$ cat config.mk
export PLATFORM = sky130hd
export DESIGN_NAME = mem_access_unit
export DESIGN_NICKNAME = d
export VERILOG_FILES = /design/src/rtl/mem_access_unit.sv
export SDC_FILE = /design/constraint.sdc
export NUM_CORES = 1
export LEC_CHECK = 0
export ABC_AREA = 1
export CAP_MARGIN = 20
export CORE_MARGIN = 5
export CORE_UTILIZATION = 50
export CTS_BUF_LIST = sky130_fd_sc_hd__clkbuf_4 sky130_fd_sc_hd__clkbuf_8 sky130_fd_sc_hd__clkbuf_16
export DETAILED_ROUTE_END_ITERATION = 10
export MAX_ROUTING_LAYER = met4
export PLACE_DENSITY_LB_ADDON = 0.25
export SLEW_MARGIN = 25
export SYNTH_ARGS = -nofsm -noshare
export SYNTH_HDL_FRONTEND = slang
export SYNTH_SLANG_ARGS = --single-unit
export TNS_END_PERCENT = 30
$ cat constraint.sdc
create_clock -name clk -period 3.8 [get_ports clk]
set_input_delay 0.38 -clock clk [delete_from_list [all_inputs] [get_ports clk]]
set_output_delay 0.38 -clock clk [all_outputs]
set_load 0.1 [all_outputs]
$ cat src/rtl/mem_access_unit.sv
`default_nettype none
// ============================================================================
// Module   : mem_access_unit (with mem_access_pkg)
// Brief    : Load/store/fetch engine issuing one Wishbone-classic single-beat
//            transaction per request. It steers byte lanes, replicates store
//            data, and extracts and extends load data. Misalignment, bus
//            errors and timeouts are reported back to the control unit.
// Revision : 1.0 - initial release
// ============================================================================

package mem_access_pkg;
    typedef enum logic [1:0] {
        MEM_NONE   = 2'b00,
        LOAD_DATA  = 2'b01,
        STORE_DATA = 2'b10,
        FETCH_DATA = 2'b11
    } memory_operation_t;

    // Encoding 2'b11 is deliberately unused and treated as an illegal size.
    typedef enum logic [1:0] {
        BYTE      = 2'b00,
        HALF_WORD = 2'b01,
        WORD      = 2'b10
    } access_size_t;
endpackage

module mem_access_unit
    import mem_access_pkg::*;
#(
    parameter int TIMEOUT_CYCLES = 255
)
(
    input  logic              clk,
    input  logic              rst,
    input  logic              req,
    input  memory_operation_t op,
    input  access_size_t      size,
    input  logic              unsigned_load,
    input  logic [31:0]       addr,
    input  logic [31:0]       store_data,
    output logic              busy,
    output logic              done,
    output logic [31:0]       load_data,
    output logic              fault_misaligned,
    output logic              fault_bus,
    output logic              wb_cyc_o,
    output logic              wb_stb_o,
    output logic              wb_we_o,
    output logic [3:0]        wb_sel_o,
    output logic [31:0]       wb_adr_o,
    output logic [31:0]       wb_dat_o,
    input  logic [31:0]       wb_dat_i,
    input  logic              wb_ack_i,
    input  logic              wb_err_i
);

    localparam logic [1:0]  c_idle     = 2'd0;
    localparam logic [1:0]  c_bus      = 2'd1;
    localparam logic [1:0]  c_resp     = 2'd2;
    // Last count value still inside the allowed bus window.
    localparam logic [15:0] c_tmo_last = 16'(TIMEOUT_CYCLES - 1);

    logic [1:0]   r_state;
    logic [15:0]  r_count;
    access_size_t r_size;
    logic         r_unsigned;
    logic [1:0]   r_offset;
    logic         r_is_load;

    logic         w_is_fetch;
    logic         w_misaligned;
    logic [3:0]   w_sel;
    logic [31:0]  w_wdata;
    logic [31:0]  w_shifted;
    logic [31:0]  w_extended;
    logic         w_timeout;

    assign w_is_fetch = (op == FETCH_DATA);
    assign busy       = (r_state == c_bus) || (r_state == c_resp);
    assign w_timeout  = (r_count == c_tmo_last);

    // Alignment check; a fetch is always a full word regardless of size.
    always_comb begin
        w_misaligned = 1'b0;
        if (2'(size) == 2'b11)
            w_misaligned = 1'b1;
        else if (w_is_fetch || size == WORD)
            w_misaligned = (addr[1:0] != 2'b00);
        else if (size == HALF_WORD)
            w_misaligned = addr[0];
    end

    // Byte-lane selects and replicated store data for the request.
    always_comb begin
        w_sel   = 4'b1111;
        w_wdata = store_data;
        if (!w_is_fetch) begin
            case (size)
                BYTE: begin
                    w_sel   = 4'b0001 << addr[1:0];
                    w_wdata = {4{store_data[7:0]}};
                end
                HALF_WORD: begin
                    w_sel   = 4'b0011 << addr[1:0];
                    w_wdata = {2{store_data[15:0]}};
                end
                default: begin
                    w_sel   = 4'b1111;
                    w_wdata = store_data;
                end
            endcase
        end
    end

    // Move the addressed lane down to bit 0, then sign- or zero-extend it.
    assign w_shifted = wb_dat_i >> {r_offset, 3'b000};

    always_comb begin
        case (r_size)
            BYTE:      w_extended = {{24{~r_unsigned & w_shifted[7]}},  w_shifted[7:0]};
            HALF_WORD: w_extended = {{16{~r_unsigned & w_shifted[15]}}, w_shifted[15:0]};
            default:   w_extended = w_shifted;
        endcase
    end

    // Request sequencing: IDLE accepts, BUS waits for ack/err/timeout, RESP pulses done.
    always_ff @(posedge clk or negedge rst) begin
        if (!rst) begin
            r_state          <= c_idle;
            r_count          <= 16'd0;
            r_size           <= BYTE;
            r_unsigned       <= 1'b0;
            r_offset         <= 2'b00;
            r_is_load        <= 1'b0;
            done             <= 1'b0;
            load_data        <= 32'd0;
            fault_misaligned <= 1'b0;
            fault_bus        <= 1'b0;
            wb_cyc_o         <= 1'b0;
            wb_stb_o         <= 1'b0;
            wb_we_o          <= 1'b0;
            wb_sel_o         <= 4'b0000;
            wb_adr_o         <= 32'd0;
            wb_dat_o         <= 32'd0;
        end else begin
            case (r_state)
                c_idle: begin
                    if (req && op != MEM_NONE) begin
                        if (w_misaligned) begin
                            r_state          <= c_resp;
                            done             <= 1'b1;
                            fault_misaligned <= 1'b1;
                        end else begin
                            r_state    <= c_bus;
                            r_count    <= 16'd0;
                            r_size     <= w_is_fetch ? WORD : size;
                            r_unsigned <= w_is_fetch | unsigned_load;
                            r_offset   <= addr[1:0];
                            r_is_load  <= (op == LOAD_DATA) || w_is_fetch;
                            wb_cyc_o   <= 1'b1;
                            wb_stb_o   <= 1'b1;
                            wb_we_o    <= (op == STORE_DATA);
                            wb_sel_o   <= w_sel;
                            wb_adr_o   <= {addr[31:2], 2'b00};
                            wb_dat_o   <= w_wdata;
                        end
                    end
                end
                c_bus: begin
                    r_count <= r_count + 16'd1;
                    // Error takes priority over a simultaneous ack.
                    if (wb_err_i) begin
                        r_state   <= c_resp;
                        wb_cyc_o  <= 1'b0;
                        wb_stb_o  <= 1'b0;
                        done      <= 1'b1;
                        fault_bus <= 1'b1;
                    end else if (wb_ack_i) begin
                        r_state  <= c_resp;
                        wb_cyc_o <= 1'b0;
                        wb_stb_o <= 1'b0;
                        done     <= 1'b1;
                        if (r_is_load)
                            load_data <= w_extended;
                    end else if (w_timeout) begin
                        r_state   <= c_resp;
                        wb_cyc_o  <= 1'b0;
                        wb_stb_o  <= 1'b0;
                        done      <= 1'b1;
                        fault_bus <= 1'b1;
                    end
                end
                c_resp: begin
                    r_state          <= c_idle;
                    done             <= 1'b0;
                    fault_misaligned <= 1'b0;
                    fault_bus        <= 1'b0;
                end
                default: begin
                    r_state <= c_idle;
                end
            endcase
        end
    end

endmodule
`default_nettype wire
==> summary.txt <==
Worst setup path
  – Crit Reg-Reg Endpoint: load_data[29]
  – Reg2Reg Depth: 9
  – Critical path launch point type: flop
  – Critical Path Sink Type: primary output
  – Worst setup path category: flop to primary output
  – Critical Path Start: r_state[0]
  – Worst Path Max Fanout: 3
  – Critical Path RT: 3.42 ns
  – Reg2reg start: r_offset[0]
  – R2r setup slk: 1.22 ns
  – CP Data Arrival Time: 2.31 ns

Synthesis
  – Yosys reg bits: 127
  – Post-Syn Instances: 867
  – Synth unique cells: 34
  – Syn avg cell area: roughly 7.5 µm²
  – Synthesized area: 6510 µm²
  – Yosys warns: 0
  – Sequential cell area fraction in the yosys report: 48.8%

Detailed routing
  – Final WL: 19400 µm
  – Routed Antenna Nets: 0
  – DR pass1 iterations: 5
  – 1st-iter DRT viols: 651
  – DR vias/cell: 5.18
  – WL/cell: 15.6 µm
  – Drt drc: 0
  – Vias: 6452

Clocking
  – Cts repair resizes: 0
  – Depth of the CTS H-tree: 4
  – CTS root buffer: clkbuf_16
  – Clk_lat worst skew: 0.42 ns
  – Hold_buf cts: 0
  – CTS tree: done
  – Clock Sinks: 127
  – Worst-path clk slew: 0.06 ns
  – Max clock buf depth: 2
  – CTS Buf Count: 17
  – Post-CTS setup buffer count: 0

Floorplanning
  – Die height: approximately 120 µm
  – Row count: between 40 and 50
  – Core Area: 12700 µm²
  – Starting Density: 51.4%
  – Die width: 124 µm
  – Die ar.: 15400 µm²
  – I/O pin cnt: 213

Status
  – Status: finished, violations left
  – Violated checks: negative hold slack

Timing
  – Fin crit period: ~2.7 ns
  – Setup_tns: 0 ns
  – Final worst-path cycle share: 70.7%
  – Final clock skew: 0.00728 ns
  – Fin Hold WS: -0.0314 ns
  – Worst Max-Slew Pin Slew: 1.06 ns
  – Max Fclk: 372 MHz
  – Max-slew violations: 0
  – Slew headroom: ~29%
  – Final number of hold-violating endpoints: 33
  – RSZ-0062 raised after global routing: no
  – Worst setup margin: 1.11 ns
  – Final setup vio count: 0

Cells and area
  – Most common cell after layout, fill and taps aside: nand2_1
  – Post-layout nets: 1171
  – Layout Cells excl Fill: 1245
  – N_diodes: 0
  – Final Util: 74.0%
  – Most frequent cells in the layout: nand2_1, clkdlybuf4s50_1, dfrtp_1
  – Synth-to-layout area growth: 44.0%
  – Layout cells sized above 1: 6.99%

Global route
  – Largest net degree at the start of global routing: between 70 and 80
  – Gr busiest metal: met2
  – Met2 Usage GRT: 42.6%
  – GRT Total Usage: 26.6%
  – Met3 usage: just under 9%
  – Vias in the first global route: between 6000 and 7000
  – First-pass GRT wire length: 31000 µm
  – Initial antenna violation count: 0
  – Total global routing overflow: 0
  – Met1 usage: between 30% and 40%

Place
  – Dpl ws: 1.15 ns
  – Placed cell count: around 1200
  – RD Place Congestion: 0.884
  – DP Wirelength: 13700 µm
  – Port Buffers: 210

Run
  – Maximum Capacitance Violations: 0

Hold path
  – Hold Path Class: input pin to asynchronous set/reset pin
-- per-layer routing --
| layer | up-vias | part of all wire, % |
|---|---|---|
| li1 | 3147 | - |
| met1 | 3015 | 40 |
| met2 | 261 | 48 |
| met3 | 29 | 9.6 |
| met4 | 0 | 1.6 |
| met5 | - | 0 |
-- cell usage after synthesis (all sizes together) --
cell type | n | share of area [%]
nor3 | 6 | 0.46
o211ai | 11 | 1.3
o21ai | 55 | 4.2
clkinv | 1 | 0.058
or2 | 16 | 1.5
o21bai | 2 | 0.23
nand3b | 3 | 0.35
nand4 | 6 | 0.67
a21oi | 46 | 3.6
and2 | 1 | 0.096
clkbuf | 13 | 0.77
buf | 31 | 2.8
nor2 | 37 | 2.2
nand3 | 54 | 4.2
nor3b | 1 | 0.12
a31oi | 7 | 0.67
nand2 | 375 | 22
inv | 58 | 3.3
dfrtp | 127 | 49
xor2 | 2 | 0.27
ha | 5 | 0.96
o31ai | 1 | 0.12
conb | 1 | 0.058
mux2 | 8 | 1.4
-- state kept, by name, indices dropped and copies added, names as in the netlist --
register and cells:
wb_stb_o 1, r_offset 2, wb_dat_o 32, done 1, load_data 32, r_count 16
r_is_load 1, wb_adr_o 30, fault_bus 1, r_size 2, r_unsigned 1, wb_we_o 1
wb_sel_o 4, fault_misaligned 1, r_state 2
-- area by class of cell --
class	count	area [µm²]
fillers	980	3300
flip-flops and latches	127	3180
multi-input cells	638	2890
repair buffers	217	2170
clock buffers	19	447
clock inverters	13	258
inverters	59	221
well taps	172	215
-- worst max-delay path, cell delays in order (launching register included) --
cell	delay [ns]
dfrtp_1	0.37
inv_1	0.07
ha_1	0.31
clkdlybuf4s50_1	1.14
-- worst max path at each step --
stage / depth (start not counted) / end / slack (ns)
after floorplan: 7 / done / 2.01
after global placement: 8 / wb_adr_o[4] / 1.24
after detailed placement: 8 / wb_adr_o[10] / 1.15
after CTS: 3 / busy / 1.09
after global routing: 9 / load_data[18] / 0.91
final: 3 / busy / 1.11
-- cells by family (layout without fill, tap and decap cells) --
family,after synthesis,after routing,synth area share [%]
muxes,8,8,1.38
adders and majority gates,5,5,0.961
buffers and inverters,103,308,7.01
xor gates and xnor gates,2,2,0.269
and+or+nand+nor,499,499,31.4
AOI/OAI and AO/OA,122,122,10.1
DFF,127,127,48.8
other,1,2,0.0576
-- metrics by stage --
stage               hold WS [ns]  instance area (µm²)
global route              0.0331                 9380
CTS                        0.129                 9370
floorplan                 0.0844                 6520
finish                   -0.0314                 9380
global placement           0.454                 8660
detailed placement         0.457                 8660
Power is not shown: default switching activity piles up to over one toggle a cycle in this logic, so the estimate is an artifact.
